--- src/rtl/clock_set_controller.sv ---
// clock_set_controller: sequencing controller for the time_register datapath.
// Cascades the 1 Hz tick into second/minute/hour increments in RUN, runs the
// RUN -> SET_HOURS -> SET_MINUTES time-setting machine with adjust auto-repeat,
// drives the blink blanking of the field being set and issues the one-shot
// initial load after reset.
//
// Optional feature macro: CLOCK_SET_TIMEOUT_EN (abandon set mode after
// TIMEOUT_TICKS idle seconds). Undefined by default: set states persist.
//
// Ports:
//   clk, reset                  system clock, synchronous active-high reset
//   tick_1hz                    one-cycle pulse per second
//   btn_mode                    one-cycle pulse, advances the set-mode state
//   btn_adjust                  level, high while adjust button is held
//   will_wraparound_*           field-at-maximum flags from time_register
//   time_to_load_bcd            constant INIT_TIME_BCD
//   load_new                    registered one-shot load strobe
//   increment_{hours,minutes,seconds}  combinational increment strobes
//   blank_{hours,minutes}       registered blink blanking
//   set_mode                    registered: 0 RUN, 1 SET_HOURS, 2 SET_MINUTES
module clock_set_controller #(
    parameter logic [23:0] INIT_TIME_BCD = 24'h12_00_00,
    parameter logic [23:0] REPEAT_DELAY  = 24'd500000,
    parameter logic [23:0] REPEAT_PERIOD = 24'd100000,
    parameter logic [23:0] BLINK_HALF    = 24'd250000,
    parameter int unsigned TIMEOUT_TICKS = 30
) (
    input  logic        clk,
    input  logic        reset,
    input  logic        tick_1hz,
    input  logic        btn_mode,
    input  logic        btn_adjust,
    input  logic        will_wraparound_hours,
    input  logic        will_wraparound_minutes,
    input  logic        will_wraparound_seconds,
    output logic [23:0] time_to_load_bcd,
    output logic        load_new,
    output logic        increment_hours,
    output logic        increment_minutes,
    output logic        increment_seconds,
    output logic        blank_hours,
    output logic        blank_minutes,
    output logic [1:0]  set_mode
);

    localparam int unsigned CNT_W = 24;
    localparam logic [CNT_W-1:0] TIMEOUT_LIM = CNT_W'(TIMEOUT_TICKS);

    typedef enum logic [1:0] {
        ST_RUN         = 2'd0,
        ST_SET_HOURS   = 2'd1,
        ST_SET_MINUTES = 2'd2
    } state_t;

    state_t           state_q, state_nxt;
    logic             adj_q;
    logic             rep_active_q;
    logic [CNT_W-1:0] rep_cnt_q;
    logic [CNT_W-1:0] blink_cnt_q, blink_cnt_nxt, blink_inc;
    logic             phase_q, phase_nxt;
    logic             loaded_q;
    logic [CNT_W-1:0] idle_cnt_q;

    logic adj_rise, rep_fire, adj_evt, adj_ok, timeout, blink_clr;
    logic in_run, inc_gate;

    // Hour wrap is handled entirely inside time_register.
    logic unused_wrap_hours;
    assign unused_wrap_hours = will_wraparound_hours;

    assign time_to_load_bcd = INIT_TIME_BCD;
    assign set_mode         = state_q;

    // Adjust events, next state, blink and increment decode.
    always_comb begin
        adj_rise      = btn_adjust & ~adj_q;
        rep_fire      = 1'b0;
        state_nxt     = state_q;
        blink_inc     = blink_cnt_q + CNT_W'(1);
        blink_cnt_nxt = blink_inc;
        phase_nxt     = phase_q;

        if (rep_active_q)
            rep_fire = btn_adjust & adj_q & (rep_cnt_q >= REPEAT_PERIOD);
        else
            rep_fire = btn_adjust & adj_q & (rep_cnt_q >= REPEAT_DELAY);
        adj_evt = adj_rise | rep_fire;

        // A mode press in the same cycle swallows the adjust event.
        adj_ok  = adj_evt & ~btn_mode & (state_q != ST_RUN);
        timeout = (state_q != ST_RUN) & (idle_cnt_q != '0) & (idle_cnt_q >= TIMEOUT_LIM);

        if (btn_mode) begin
            case (state_q)
                ST_RUN:       state_nxt = ST_SET_HOURS;
                ST_SET_HOURS: state_nxt = ST_SET_MINUTES;
                default:      state_nxt = ST_RUN;
            endcase
        end else if (timeout) begin
            state_nxt = ST_RUN;
        end

        // Keep digits visible right after any adjust or state change.
        blink_clr = adj_ok | btn_mode | timeout;
        if (blink_clr) begin
            blink_cnt_nxt = '0;
            phase_nxt     = 1'b0;
        end else if (blink_inc >= BLINK_HALF) begin
            blink_cnt_nxt = '0;
            phase_nxt     = ~phase_q;
        end

        in_run            = (state_q == ST_RUN);
        inc_gate          = ~reset & ~load_new;
        increment_seconds = inc_gate & in_run & tick_1hz;
        increment_minutes = inc_gate & (in_run ? (tick_1hz & will_wraparound_seconds)
                                               : ((state_q == ST_SET_MINUTES) & adj_ok));
        increment_hours   = inc_gate & (in_run ? (tick_1hz & will_wraparound_seconds &
                                                  will_wraparound_minutes)
                                               : ((state_q == ST_SET_HOURS) & adj_ok));
    end

    // State, repeat timer, blink timer, load strobe and blanking registers.
    always_ff @(posedge clk) begin
        if (reset) begin
            state_q       <= ST_RUN;
            adj_q         <= 1'b0;
            rep_active_q  <= 1'b0;
            rep_cnt_q     <= '0;
            blink_cnt_q   <= '0;
            phase_q       <= 1'b0;
            blank_hours   <= 1'b0;
            blank_minutes <= 1'b0;
            load_new      <= 1'b0;
            loaded_q      <= 1'b0;
        end else begin
            state_q <= state_nxt;
            adj_q   <= btn_adjust;

            // Repeat timing follows the button only, independent of mode.
            if (!btn_adjust) begin
                rep_cnt_q    <= '0;
                rep_active_q <= 1'b0;
            end else if (rep_fire) begin
                rep_cnt_q    <= CNT_W'(1);
                rep_active_q <= 1'b1;
            end else begin
                rep_cnt_q    <= rep_cnt_q + CNT_W'(1);
            end

            blink_cnt_q   <= blink_cnt_nxt;
            phase_q       <= phase_nxt;
            blank_hours   <= (state_nxt == ST_SET_HOURS) & phase_nxt;
            blank_minutes <= (state_nxt == ST_SET_MINUTES) & phase_nxt;

            load_new <= ~loaded_q;
            loaded_q <= 1'b1;
        end
    end

`ifdef CLOCK_SET_TIMEOUT_EN
    // Idle seconds spent in a set state without any button activity.
    always_ff @(posedge clk) begin
        if (reset)
            idle_cnt_q <= '0;
        else if (in_run || btn_mode || adj_ok)
            idle_cnt_q <= '0;
        else if (tick_1hz && (idle_cnt_q != '1))
            idle_cnt_q <= idle_cnt_q + CNT_W'(1);
    end
`else
    assign idle_cnt_q = '0;
`endif

endmodule

--- config.mk ---
export PLATFORM = sky130hd
export DESIGN_NAME = clock_set_controller
export DESIGN_NICKNAME = d
export VERILOG_FILES = /design/src/rtl/clock_set_controller.sv
export SDC_FILE = /design/constraint.sdc
export NUM_CORES = 1
export LEC_CHECK = 0
export CORE_UTILIZATION = 40
export DETAILED_ROUTE_END_ITERATION = 8
export PLACE_DENSITY = 0.66
export SLEW_MARGIN = 20
export SYNTH_ARGS = -nofsm -noshare
export SYNTH_HDL_FRONTEND = slang
export SYNTH_SLANG_ARGS = --single-unit
--- constraint.sdc ---
create_clock -name clk -period 6.7 [get_ports clk]
set_clock_uncertainty 0.05 [all_clocks]
set_input_delay 1.005 -clock clk [delete_from_list [all_inputs] [get_ports clk]]
set_output_delay 1.005 -clock clk [all_outputs]
set_load 0.005 [all_outputs]
======== Word-level counts from Yosys, hierarchy flattened ========
Index checks and enable logic that the tools add are counted.
Widths: inputs -> output; s select.
storage, ports and cells
  bits in registers ....................... 57
  output and inout bits ................... 32
  logic and storage cells ................. 60
operators by class
  add/sub/neg operators ................... 2
  magnitude comparators ................... 3
  eq/ne operators ......................... 4
  muxes and demuxes ....................... 9
  bitwise logic cells ..................... 26
  reduce and logical (&&, ||, !) cells .... 5
operators with widths
  kind                   number
  $add 24x1->24 const B  2
  $ge 24x17->1 const B   1
  $ge 24x18->1 const B   1
  $ge 24x19->1 const B   1
  $and 1x1->1            17
  $mux 1                 7
  $not 1->1              7
  $reduce_or 3->1        2
  $eq 2x1->1 const B     2
  $eq 2x2->1 const B     2
  $pmux 2 s2             1
  $logic_not 2->1        1
  $mux 2                 1
  $or 1x1->1             2
  $reduce_bool 2->1      1
  $reduce_or 2->1        1

======== Longest topological paths before layout ========
  depth after elaboration ................. 9
  gate-level depth with buffers ........... 9
  depth with buffers taken out ............ 8

======== Least setup slack after synthesis ========
Ideal clock, no wire load.
  path kind ............................... reg2out
  start point ............................. register rep_cnt_q[7]
  end point ............................... output increment_hours
  arrival ................................. 1.618 ns
  slack ................................... 4.027 ns
  stages on the path, launching flop included .. 9
  buffers on the path ..................... 1
  cells stage by stage .................... dfxtp_1 > clkbuf_1 > nor3_1 > o311ai_1 > a211o_1 > nand4_1 > nand2_1 > nand2_1 > o32ai_1
between the ends
  longest elaborated chain between the ends .. 9
  elaborated cells on any way between the ends .. 11
  classes of those cells .................. order compare: 2; mux: 2; bitwise: 7
RTL lines
  what                                          RTL line  source
  from (decl)                                   58        logic [CNT_W-1:0] rep_cnt_q;
  from (signal assigned)                        148       rep_cnt_q <= rep_cnt_q + CNT_W'(1);
  $ge 24x19->1 or $ge 24x17->1 (tied branches)  86, 84
  $and 1x1->1, on equally long branches         86, 84
  $mux 1 (*)                                    83        if (rep_active_q)
  $or 1x1->1 (*)                                87        adj_evt = adj_rise | rep_fire;
  $and 1x1->1 (*) (2 in series)                 90        adj_ok = adj_evt & ~btn_mode & (state_q != ST_RUN);
  $and 1x1->1 (*)                               120       : ((state_q == ST_SET_HOURS) & adj_ok));
  $mux 1 (*)                                    118       increment_hours = inc_gate & (in_run ? (tick_1hz & will_wraparound_seconds &
  $and 1x1->1 (*)                               118
  to (decl)                                     38        output logic increment_hours,
Every way passes the cells marked *; elsewhere a longest branch is shown, timed or not.

======== Worst setup path in the final report ========
  start point ............................. input btn_adjust
  end point ............................... output increment_hours
between the ends
  longest elaborated chain between the ends .. 9
  elaborated cells on any way between the ends .. 11
  classes of those cells .................. mux: 2; bitwise: 9
RTL lines
  what                                   RTL line  source
  from (decl)                            32        input logic btn_adjust,
  $and 1x1->1                            84, 86
  $and 1x1->1, on equally long branches  86, 84
  $mux 1                                 83
  $or 1x1->1 (*)                         87
  $and 1x1->1 (*) (2 in series)          90
  $and 1x1->1 (*)                        120
  $mux 1 (*)                             118
  $and 1x1->1 (*)                        118
Marked as above.

==> flow_summary.json <==
{
  "io_buffers": 14,
  "syn_to_final_growth_pct": 10.50,
  "dp.final_hpwl_mm": 3.537,
  "max_stage_delay_ns": 0.56,
  "cts_resized": 0,
  "fin_crit_ns": 3.826,
  "critical_path.top_delay_family": "buffers and inverters",
  "firstDrtPassIters": 6,
  "ys.flop_type": "dfxtp_1",
  "grt_pass1_vias": 1884,
  "cts-buffers-inserted": 9,
  "hold_viol": 0,
  "worstReg2RegStart": "blink_cnt_q[0]",
  "rows": 30,
  "finalCritPeriodShare_pct": 57.11,
  "finalWorstSetupSlack_ns": 2.874,
  "first_iter_violations": 68,
  "insertedDiodeCount": 0,
  "max_clock_freq_ghz": 0.2613,
  "hold_end": "load_new",
  "post-place-ws_ns": 2.840,
  "vias": 2129,
  "cts_tree": "yes",
  "postSynthCellCount": 326,
  "seqCellArea_mm2": 0.001141,
  "drc": 0,
  "final_common_cell": "dfxtp_1",
  "yosysUniqueCellTypes": 51,
  "min_from": "loaded_q",
  "critPathRequiredTime_ns": 5.64,
  "setup_viol": 0,
  "drive_gt1_share_pct": 7.627,
  "crit_buf_inv": 2,
  "grt_pass1_wl_mm": 8.204,
  "rrSetupSlack_ns": 4.18,
  "layout.nets": 360,
  "gp_congestion": 0.8103,
  "antenna_found_initial": 0,
  "ios": 40,
  "synthMuxAreaShare_pct": 1.132,
  "final_cell_mix": "dfxtp_1, nor2_1, conb_1",
  "status": "finished, final reports clean",
  "cts_hold_buf": 0,
  "wl_per_cell_um": 10.95,
  "timing.slew.headroom_pct": 51.10,
  "critPathMaxFanout": 5,
  "synth.largest_area_cell": "dfxtp_1",
  "critPathArrivalTime_ns": 2.77,
  "rsz0062_at_grt": "false",
  "synth-seq-area-share_pct": 39.72,
  "worstReg2RegEnd": "blink_cnt_q[15]",
  "ys_ff_latch": 57,
  "async_flop_share_pct": 0,
  "cp-start-kind": "primary input",
  "hold_class": "reg2reg",
  "worst_setup_path_end_kind": "output pin",
  "min_delay_path_depth": 1,
  "vdd_drop_max_v": 0.0001030,
  "postLayoutCoreUtil_pct": 46.21,
  "clk_latency_ns": 0.33,
  "yosysWarnings": 0,
  "die_h_um": 86.75,
  "die_x_um": 86.75,
  "drv_cap": 0,
  "power_density_mw_per_mm2": 200.3,
  "rr_worst_depth": 8,
  "fillers": 675,
  "syn_area_per_cell_um2": 8.812,
  "root_buffer": "clkbuf_8",
  "power.total_mw": 0.6357,
  "path_clk_slew_ns": 0.06,
  "fp.coreArea_mm2": 0.006869,
  "drv_slew": 0,
  "worstMarginPinSlew_ns": 0.7318,
  "slowest_stage": "clkdlybuf4s50_1",
  "die-area_mm2": 0.007525,
  "cts_max_path_buffers": 2,
  "crit_type": "in2out",
  "synth_edf_count": 0,
  "start_util_pct": 41.82,
  "cts.sinks": 57,
  "multiInputGateArea_mm2": 0.001584,
  "timing.setup.tns_ns": 0,
  "synth_area_leaders": "dfxtp_1, xor2_1, nor2_1",
  "via_per_inst": 4.731,
  "ant_nets": 0,
  "grt_max_degree": 23,
  "synth-simple-area-share_pct": 29.97,
  "grt_usage_pct": 14.26,
  "path_cells": "clkdlybuf4s50_1 -> nand4_1 -> nand2_1 -> nand2_1 -> o32ai_1 -> clkdlybuf4s50_1",
  "synth_top_family_by_area": "simple AND/OR/NAND/NOR gates",
  "grt_overflow": 0,
  "synth-compound-area-share_pct": 6.925,
  "syn-cell-area_mm2": 0.002873,
  "synth_fa_ha_area_share_pct": 1.307,
  "cts_max_level": 3,
  "leakagePower_nw": 1.199,
  "post-cts-setup-buffers": 0,
  "synth_xor_area_share_pct": 11.89,
  "synth_top_cell_area_share_pct": 39.72,
  "routed_wl_mm": 4.926
}
state kept, by name, indices dropped and copies added, names as in the netlist:
name / flops
rep_cnt_q: 24
rep_active_q: 1
blink_cnt_q: 24
adj_q: 1
load_new: 1
loaded_q: 1
phase_q: 1
blank_minutes: 1
set_mode: 2
blank_hours: 1
worst max-delay path by stage:
| stage | from | to | slack (ns) | cells past startpoint |
|---|---|---|---|---|
| after floorplan | rep_cnt_q[7] | increment_hours | 4.03 | 8 |
| after global placement | btn_adjust | increment_hours | 2.88 | 6 |
| after detailed placement | btn_adjust | increment_hours | 2.84 | 6 |
| after CTS | btn_adjust | increment_hours | 2.85 | 6 |
| after global routing | btn_adjust | increment_hours | 2.76 | 6 |
| final | btn_adjust | increment_hours | 2.87 | 6 |
per-stage QoR:
stage / hold slack, ns / std cells / cell area (um^2)
after global placement: 0.3153 / 434 / 3019
after floorplan: 0.3127 / 354 / 2978
final: 0.3314 / 450 / 3174
after global routing: 0.3669 / 450 / 3174
after CTS: 0.3317 / 450 / 3174
after detailed placement: 0.3226 / 434 / 3019
layout make-up:
| cell class | instances | area share (%) |
|---|---|---|
| multi-input cells | 258 | 49.90 |
| inverters | 9 | 1.064 |
| well taps | 96 | 3.784 |
| flip-flops and latches | 57 | 35.95 |
| clock inverters | 4 | 0.6307 |
| repair buffers | 14 | 4.415 |
| clock buffers | 12 | 4.257 |
per-layer routing:
metal / up-vias / global-route usage, % / wire [um]
met4: 0 / 6.364 / 91
met1: 974 / 16.07 / 2382
met2: 30 / 23.95 / 2273
met5: - / 0 / 0
li1: 1117 / - / -
met3: 8 / 5.429 / 178
kinds of logic after synthesis:
kind of cell,Yosys count
xor gates and xnor gates,39
and+or+nand+nor,156
muxes,3
AOI/OAI and AO/OA,27
other,2
DFF,57
buffers and inverters,39
adders and majority gates,3
synthesized netlist by cell type (all sizes together) (2+ instances only):
library cell and count:
nand3 23, and4 6, nand3b 3, nand2b 6, nor2 51, and4b 3
a21boi 2, ha 3, nand4 10, conb 2, o41ai 2, inv 9
nor2b 2, nand2 20, and3 9, a21oi 5, and2 3, o21ai 3
nor3 7, a31oi 5, xnor2 14, dfxtp 57, xor2 25, nor4 8
clkbuf 3, buf 27, mux2 2, or2 2
worst register-to-register path, cell delays in order (launching register included):
cell and delay, ns:
dfxtp_1 0.43, ha_1 0.29, nand3_1 0.16, nor4_1 0.35
xor2_1 0.23, o211ai_1 0.16, a211oi_2 0.25, nand3b_4 0.31
o21ba_2 0.19
where the power goes:
part / switching (mW) / leakage [nW] / internal [mW]
Sequential: 0.00399 / 0.463 / 0.344
Clock: 0.129 / 0.0839 / 0.132
Combinational: 0.0146 / 0.652 / 0.0125
Total: 0.147 / 1.20 / 0.488
(Power assumes the default switching activity.)
